<file path="src/rtl/operand_normalizer_pkg.sv">
// rtl/operand_normalizer_pkg.sv - shared widths, state encoding and helpers for the operand normalizer
package operand_normalizer_pkg;

  localparam int IN_W      = 16;
  localparam int OUT_W     = 8;
  localparam int CNT_W     = 4;
  localparam int MAX_SHIFT = IN_W - OUT_W;

  // 2'b11 is unreachable in normal operation and is decoded as IDLE
  localparam logic [1:0] ST_IDLE  = 2'b00;
  localparam logic [1:0] ST_SHIFT = 2'b01;
  localparam logic [1:0] ST_DONE  = 2'b10;

  typedef logic [IN_W-1:0]  operand_t;
  typedef logic [OUT_W-1:0] norm_t;
  typedef logic [CNT_W-1:0] cnt_t;

  function automatic norm_t top_bits(input operand_t v);
    return v[IN_W-1:IN_W-OUT_W];
  endfunction

endpackage

</file>
<file path="src/rtl/operand_normalizer_if.sv">
// rtl/operand_normalizer_if.sv - request/result bundle between a requester and the operand normalizer
interface operand_normalizer_if;
  import operand_normalizer_pkg::*;

  logic     start;
  operand_t data_in;
  logic     busy;
  logic     done;
  norm_t    norm_out;
  cnt_t     shift_cnt;
  logic     zero;

  modport master (
    output start, data_in,
    input  busy, done, norm_out, shift_cnt, zero
  );

  modport slave (
    input  start, data_in,
    output busy, done, norm_out, shift_cnt, zero
  );

endinterface

</file>
<file path="src/rtl/operand_normalizer_norm_shift_reg.sv">
// rtl/operand_normalizer_norm_shift_reg.sv - loadable left shifter with zero fill; clr > ld > sh
module norm_shift_reg #(
  parameter int W = 16
) (
  input  logic         clk,
  input  logic         rst,
  input  logic         clr,
  input  logic         ld,
  input  logic         sh,
  input  logic [W-1:0] d,
  output logic [W-1:0] q
);

  always_ff @(posedge clk or posedge rst) begin
    if (rst) begin
      q <= '0;
    end else if (clr) begin
      q <= '0;
    end else if (ld) begin
      q <= d;
    end else if (sh) begin
      q <= {q[W-2:0], 1'b0};
    end
  end

endmodule

</file>
<file path="src/rtl/operand_normalizer.sv">
// rtl/operand_normalizer.sv - shifts an operand left until MSB=1 or the cap, reports top bits and shift count
module operand_normalizer
  import operand_normalizer_pkg::*;
(
  input logic                clk,
  input logic                rst,
  operand_normalizer_if.slave bus
);

  logic [1:0] state;
  logic [1:0] state_next;
  operand_t   work;
  cnt_t       cnt;
  logic       zero_q;
  logic       ld;
  logic       sh;
  logic       at_cap;
  logic       stop;

  // MSB and cap are evaluated together; either ends the shifting
  always_comb begin
    at_cap     = (cnt == cnt_t'(MAX_SHIFT));
    stop       = work[IN_W-1] | at_cap;
    ld         = 1'b0;
    sh         = 1'b0;
    state_next = state;
    case (state)
      ST_SHIFT: begin
        if (stop) begin
          state_next = ST_DONE;
        end else begin
          sh = 1'b1;
        end
      end
      ST_DONE: begin
        state_next = ST_IDLE;
      end
      default: begin
        state_next = ST_IDLE;
        if (bus.start) begin
          ld         = 1'b1;
          state_next = ST_SHIFT;
        end
      end
    endcase
  end

  always_ff @(posedge clk or posedge rst) begin
    if (rst) begin
      state <= ST_IDLE;
    end else begin
      state <= state_next;
    end
  end

  always_ff @(posedge clk or posedge rst) begin
    if (rst) begin
      cnt    <= '0;
      zero_q <= 1'b0;
    end else if (ld) begin
      cnt    <= '0;
      zero_q <= (bus.data_in == '0);
    end else if (sh) begin
      cnt    <= cnt + cnt_t'(1);
    end
  end

  norm_shift_reg #(
    .W (IN_W)
  ) u_shift (
    .clk (clk),
    .rst (rst),
    .clr (1'b0),
    .ld  (ld),
    .sh  (sh),
    .d   (bus.data_in),
    .q   (work)
  );

  assign bus.busy      = (state == ST_SHIFT);
  assign bus.done      = (state == ST_DONE);
  assign bus.norm_out  = top_bits(work);
  assign bus.shift_cnt = cnt;
  assign bus.zero      = zero_q;

endmodule

</file>
<file path="src/flat_wrapper.sv">
// flat-port wrapper written by rule: the top's interface ports become plain ports
module operand_normalizer_flat import operand_normalizer_pkg::*;
  (clk, rst, bus_start, bus_data_in, bus_busy, bus_done, bus_norm_out, bus_shift_cnt, bus_zero);
  operand_normalizer_if bus_i ();
  input logic clk;
  input logic rst;
  input wire logic [$bits(bus_i.start)-1:0] bus_start;
  input wire logic [$bits(bus_i.data_in)-1:0] bus_data_in;
  output wire logic [$bits(bus_i.busy)-1:0] bus_busy;
  output wire logic [$bits(bus_i.done)-1:0] bus_done;
  output wire logic [$bits(bus_i.norm_out)-1:0] bus_norm_out;
  output wire logic [$bits(bus_i.shift_cnt)-1:0] bus_shift_cnt;
  output wire logic [$bits(bus_i.zero)-1:0] bus_zero;
  assign bus_i.start = bus_start;
  assign bus_i.data_in = bus_data_in;
  assign bus_busy = bus_i.busy;
  assign bus_done = bus_i.done;
  assign bus_norm_out = bus_i.norm_out;
  assign bus_shift_cnt = bus_i.shift_cnt;
  assign bus_zero = bus_i.zero;
  operand_normalizer u_core (.clk(clk), .rst(rst), .bus(bus_i));
endmodule
</file>
<file path="config.mk">
export PLATFORM = sky130hd
export DESIGN_NAME = operand_normalizer_flat
export DESIGN_NICKNAME = d
export VERILOG_FILES = /design/src/rtl/operand_normalizer_pkg.sv /design/src/rtl/operand_normalizer_if.sv /design/src/rtl/operand_normalizer_norm_shift_reg.sv /design/src/rtl/operand_normalizer.sv /design/src/flat_wrapper.sv
export SDC_FILE = /design/constraint.sdc
export NUM_CORES = 1
export LEC_CHECK = 0
export CAP_MARGIN = 20
export CORE_ASPECT_RATIO = 1.5
export CORE_MARGIN = 1.5
export CORE_UTILIZATION = 42
export DETAILED_ROUTE_END_ITERATION = 8
export GPL_TIMING_DRIVEN = 0
export HOLD_SLACK_MARGIN = 0.03
export MAX_ROUTING_LAYER = met4
export PLACE_DENSITY = 0.74
export SLEW_MARGIN = 0
export SYNTH_ARGS = -nofsm -noshare
export SYNTH_HDL_FRONTEND = slang
export SYNTH_SLANG_ARGS = --single-unit
</file>
<file path="constraint.sdc">
create_clock -name clk -period 1.5 [get_ports clk]
set_clock_uncertainty 0.05 [all_clocks]
set_input_delay 0.3 -clock clk [delete_from_list [all_inputs] [get_ports clk]]
set_output_delay 0.3 -clock clk [all_outputs]
set_load 0.005 [all_outputs]
</file>
# Yosys cells after proc, flatten, opt, wreduce, memory -nomap -nowiden

Cells that the tools add are included.

Bits in registers: 23
Latch bits: 0
Memory bits (writable): 0
ROM bits: 0
Output and inout port bits: 15
Word-level logic and storage cells: 24
Memories kept: 0

Add/subtract/negate cells: 1
Multipliers: 0
Divide/modulo/power cells: 0
$lt $le $gt $ge: 0
Eq/ne operators: 4
Shift operators: 0
Muxes and demuxes: 11
Bitwise logic cells: 1
Reductions and logical operators: 3

Operators by type and width:

| kind                  | number |
|---|---|
| $mux W16              | 2 |
| $logic_not A16 Y1     | 1 |
| $mux W4               | 2 |
| $mux W1               | 5 |
| $add A4 B1 Y4 const B | 1 |
| $eq A4 B4 Y1 const B  | 1 |
| $pmux W2 S2           | 1 |
| $eq A2 B1 Y1 const B  | 1 |
| $eq A2 B2 Y1 const B  | 1 |
| $mux W2               | 1 |
| $ne A2 B1 Y1 const B  | 1 |
| $reduce_bool A2 Y1    | 1 |
| $reduce_or A2 Y1      | 1 |
| $or A1 B1 Y1          | 1 |

# Logic depth before layout (Yosys ltp)

Gate-level depths: netlist of the first run.

Word-level depth: 6
Mapped depth: 7
Mapped depth without buffers: 5

# Modules after synthesis

Synthesis of the first run repeated with hierarchy kept, for this count alone.

Cell total of the unflattened synthesis: 120
Area, all modules: 1273.7 µm²

By module, submodules not included:

| module             | times used | cells an instance | area an instance (µm²) | sequential area each (µm²) |
|---|---|---|---|---|
| norm_shift_reg     | 1          | 72                | 848.3                  | 400.4 |
| operand_normalizer | 1          | 48                | 425.4                  | 175.2 |

# Worst setup path after synthesis of the first run

Ideal clock, no wire load.

Path type: reg2reg
Start: register u_core.cnt[0], in the netlist u_core.bus.shift_cnt[0]
End: register u_core.cnt[3], in the netlist u_core.bus.shift_cnt[3]
Arrival: 1.566 ns
Data required time: 1.372 ns
Slack: -0.194 ns
Cell stages (with the launch flop): 7
Path buffers: 1
Cell sequence: dfrtp_1 inv_1 ha_1 and3b_1 buf_6 or4_1 a21oi_1

Longest elaborated chain between the ends: 5
Elaborated cells between the ends (all ways): 8
Those cells by class: add/sub (1); eq/ne (1); mux (4); bitwise (1); reduce/logical (1)

Ends and longest elaborated chain:

| element                      | line                     | RTL |
|---|---|---|
| from (decl)                  | operand_normalizer.sv:13 | `cnt_t cnt;` |
| from (signal assigned)       | operand_normalizer.sv:64 | `cnt <= cnt + cnt_t'(1);` |
| $eq A4 B4 Y1                 | operand_normalizer.sv:22 | `at_cap = (cnt == cnt_t'(MAX_SHIFT));` |
| $or A1 B1 Y1                 | operand_normalizer.sv:23 | `stop = work[IN_W-1] \| at_cap;` |
| $mux W1                      | operand_normalizer.sv:29 | `if (stop) begin` |
| $mux W1                      | operand_normalizer.sv:27 | `case (state)` |
| $reduce_bool A2 Y1 (no line) | n/a                      |  |

Parallel ways exist; a longest one is shown, timed or not. The select of a mux whose other input is x is not followed.
A chain may end at the register's enable or synchronous reset.

# Worst setup path after layout of the first run

Start: register u_core.state[1]
End: register u_core.cnt[3], in the netlist u_core.bus.shift_cnt[3]

Longest elaborated chain between the ends: 4
Elaborated cells between the ends (all ways): 7
Those cells by class: eq/ne (2); mux (3); reduce/logical (2)

Ends and longest elaborated chain:

| element                                       | line                     | RTL |
|---|---|---|
| from (decl)                                   | operand_normalizer.sv:10 | `logic [1:0] state;` |
| from (signal assigned)                        | operand_normalizer.sv:52 | `state <= state_next;` |
| $eq A2 B1 Y1 or $eq A2 B2 Y1 (tied branches)  | operand_normalizer.sv:27 |  |
| $reduce_or A2 Y1 (no line)                    | n/a                      |  |
| $mux W1                                       | operand_normalizer.sv:27 |  |
| $mux W4 or $reduce_bool A2 Y1 (tied branches) | n/a                      |  |

Parallel ways exist; a longest one is shown, timed or not.

==> results.json, run 1 <==
{
  "status": "finished with violations",
  "violations": "negative setup slack",
  "gp_congestion": 0.808,
  "syn2layout_area_growth_pct": 80.3,
  "post_drt_wl_per_cell_um": 19.2,
  "fillers": 154,
  "layout_common_cells": "buf_4 (31), dfrtp_1 (23), clkdlybuf4s50_1 (18), nor2_1 (17)",
  "finalWirelength_um": 4670,
  "r2r-end": "u_core.bus.shift_cnt[3]$_DFFE_PP0P_",
  "timing.fmax_ghz": 0.625,
  "layoutNonFillerInstCount": 243,
  "final_util": 0.784,
  "grt_max_degree": 24,
  "cts_hold_buf": 0,
  "cp-start-kind": "register",
  "nets": 228,
  "report.final.hold_viol_count": 0,
  "crit_path_max_fanout": 10,
  "worst_slack_ns": -0.100,
  "dp_cells": 214,
  "netSwitchingPower_mw": 1.65,
  "clock_latency_ns": 0.27,
  "cp-end-kind": "register",
  "p_leak_nw": 0.966,
  "syn_nets": 165,
  "final_common_cell": "buf_4",
  "grt_pass1_vias": 1370,
  "drtPass1Iterations": 7,
  "p_per_area_mw_per_mm2": 1850,
  "hpwl_um": 2230,
  "pwr-share-comb": 0.633,
  "path_clk_slew_ns": 0.09,
  "ioPinCount": 34,
  "first_iter_violations": 60,
  "cts_tree": "done",
  "die_area_sq_mm": 0.00329,
  "start_util": 0.435,
  "ys_types": 26,
  "grt_pass1_wl_um": 6140,
  "syn_area_sq_mm": 0.00124,
  "synth_top_family_by_area": "compound AO/OA/AOI/OAI gates",
  "post-route-drc-count": 0,
  "path_buf_inv": 1,
  "numCtsBuffers": 3,
  "r2r_slack_ns": -0.10,
  "syn_inst": 142,
  "die_h_um": 69.5,
  "seq_power_share": 0.271,
  "switching_share": 0.400,
  "port_buffers": 33,
  "synth-compound-area-share": 0.252,
  "slew_headroom": 0.379,
  "synth.avg_cell_area_sq_um": 8.73,
  "n_antenna_cell": 0,
  "rsz0062_at_grt": "true",
  "cts_sinks": 23,
  "grt_use_total": 0.260,
  "fin_crit_ns": 1.60,
  "synth_area_leaders": "dfrtp_1 (46%), a21oi_1 (7.7%), a31oi_1 (7.6%)",
  "yosys.area.top_type": "dfrtp_1",
  "hold_ws_ns": 0.487,
  "slowest_stage": "or4_4",
  "antenna_found_initial": 0,
  "fp.dieW_um": 47.4,
  "setup_viol": 13,
  "worstPathArrival_ns": 1.76,
  "yosys_warnings": 0,
  "core_sq_mm": 0.00285,
  "path_delay_family": "simple AND/OR/NAND/NOR gates",
  "ir_worst_vdd_v": 0.00114,
  "max_cap_viol_count": 0,
  "synth_seq_cells": 23,
  "grt-ovfl-total": 0,
  "htree_levels": 1,
  "timing.final.crit_share": 1.07,
  "p_int_mw": 2.48,
  "r2r_cells": 5,
  "synth_top_area_frac": 0.464,
  "drive_gt1_frac": 0.426,
  "cts-root-buf": "clkbuf_8",
  "min_path_type": "input port to async pin",
  "synthAdderAreaFrac": 0.0404,
  "synthMuxAreaShare": 0,
  "worst_pin_slew_ns": 0.930,
  "critical_path_class": "register to register",
  "via_per_inst": 5.81,
  "r2r-start": "u_core.state[1]$_DFFE_PP0P_",
  "synthSimpleGateAreaFrac": 0.139,
  "rows": 24,
  "crit_chain": "inv_2 -> ha_4 -> nand2b_4 -> or4_4 -> a21oi_2",
  "startpoint": "u_core.state[1]$_DFFE_PP0P_",
  "synthXorXnorAreaFrac": 0,
  "vias": 1411,
  "ys_seq_area_frac": 0.464,
  "slowest_delay_ns": 0.50,
  "clock_power_share": 0.096,
  "ant_nets": 0,
  "crit_required_ns": 1.66,
  "finalMaxSlewViolations": 0,
  "clk_path_buf_depth": 2
}
through the flow:
step	area, sq um	setup WS (ns)	power (mW)	TNS (ns)
2_1_floorplan	1280	-0.0416	1.99	-0.0416
3_3_place_gp	1660	-0.296	2.52	-3.79
3_5_place_dp	1660	-0.332	2.56	-4.27
4_1_cts	2030	-0.0760	3.59	-0.401
5_1_grt	2240	-0.160	4.36	-1.47
6_report	2240	-0.100	4.14	-0.604
final cells by class:
cell class	count	area [sq um]	area share
multi-input combinational	95	817	0.365
sequential	23	576	0.257
timing repair buffer	60	566	0.253
buffer	16	161	0.0722
tap	39	48.8	0.0218
clock buffer	4	45.0	0.0201
inverter	6	22.5	0.0101
cells in the mapped netlist:
library cell / n
nor2_1: 17
and2_1: 1
nor2b_1: 1
nand3b_1: 1
nand4_1: 1
a32o_1: 1
nand2_1: 3
ha_1: 4
a21oi_1: 19
buf_1: 1
dfrtp_1: 23
buf_6: 1
a21o_1: 1
o31a_1: 1
inv_1: 6
buf_2: 1
nand3_1: 4
and3b_1: 1
o31ai_1: 1
nor4_1: 1
a31oi_1: 15
nand2b_1: 1
buf_4: 8
clkbuf_1: 7
or4_1: 4
o21ai_0: 18
logic make-up after synthesis:
kind of cell,Yosys count
buffers and inverters,24
AOI/OAI and AO/OA,56
and+or+nand+nor,35
DFF,23
adders and majority gates,4
worst max path at each step:
stage / to / slack, ns / cells past startpoint
5_1_grt: u_core.u_shift.q[7]$_DFFE_PP0P_ / -0.16 / 6
3_5_place_dp: u_core.bus.zero$_DFFE_PP0P_ / -0.33 / 4
6_report: u_core.bus.shift_cnt[3]$_DFFE_PP0P_ / -0.10 / 5
2_1_floorplan: u_core.bus.shift_cnt[3]$_DFFE_PP0P_ / -0.04 / 6
3_3_place_gp: u_core.bus.zero$_DFFE_PP0P_ / -0.30 / 4
4_1_cts: u_core.bus.shift_cnt[3]$_DFFE_PP0P_ / -0.08 / 6
metal layers:
layer	part of all wire	vias up	routed length (um)	track usage
met5	0	-	0	-
met4	0.029	0	137	0.102
met3	0.052	16	242	0.0365
met2	0.54	67	2500	0.410
met1	0.38	697	1780	0.322
li1	-	631	-	-
registers in the layout (all words and copies together), names as in the netlist:
name	flops
u_core.bus.shift_cnt	4
u_core.bus.zero	1
u_core.state	2
u_core.u_shift.q	16
power groups by stage:
stage	sequential, mW	combinational, mW	clock (mW)
floorplan	1.02	0.968	0
global placement	1.06	1.46	0
detailed placement	1.07	1.49	0
CTS	1.06	2.13	0.393
global route	1.14	2.80	0.431
finish	1.12	2.62	0.396
repair_timing:
| action | CTS | global route |
|---|---|---|
| gates cloned | 1 | 1 |
| gates resized for setup | 46 | 47 |
| pin swaps | 22 | 12 |
| buffers inserted | 22 | 3 |
| endpoints found under the setup margin | 37 | 25 |
No activity file was read; power rests on OpenSTA's default activity.
==> run 2: changes to the inputs <==
--- a/config.mk
+++ b/config.mk
@@ -5,7 +5,6 @@
 export SDC_FILE = /design/constraint.sdc
 export NUM_CORES = 1
 export LEC_CHECK = 0
-export CAP_MARGIN = 20
 export CORE_ASPECT_RATIO = 1.5
 export CORE_MARGIN = 1.5
 export CORE_UTILIZATION = 42
==> results of run 2 <==
No change in the layout: final DEF, timing and power equal those of run 1.
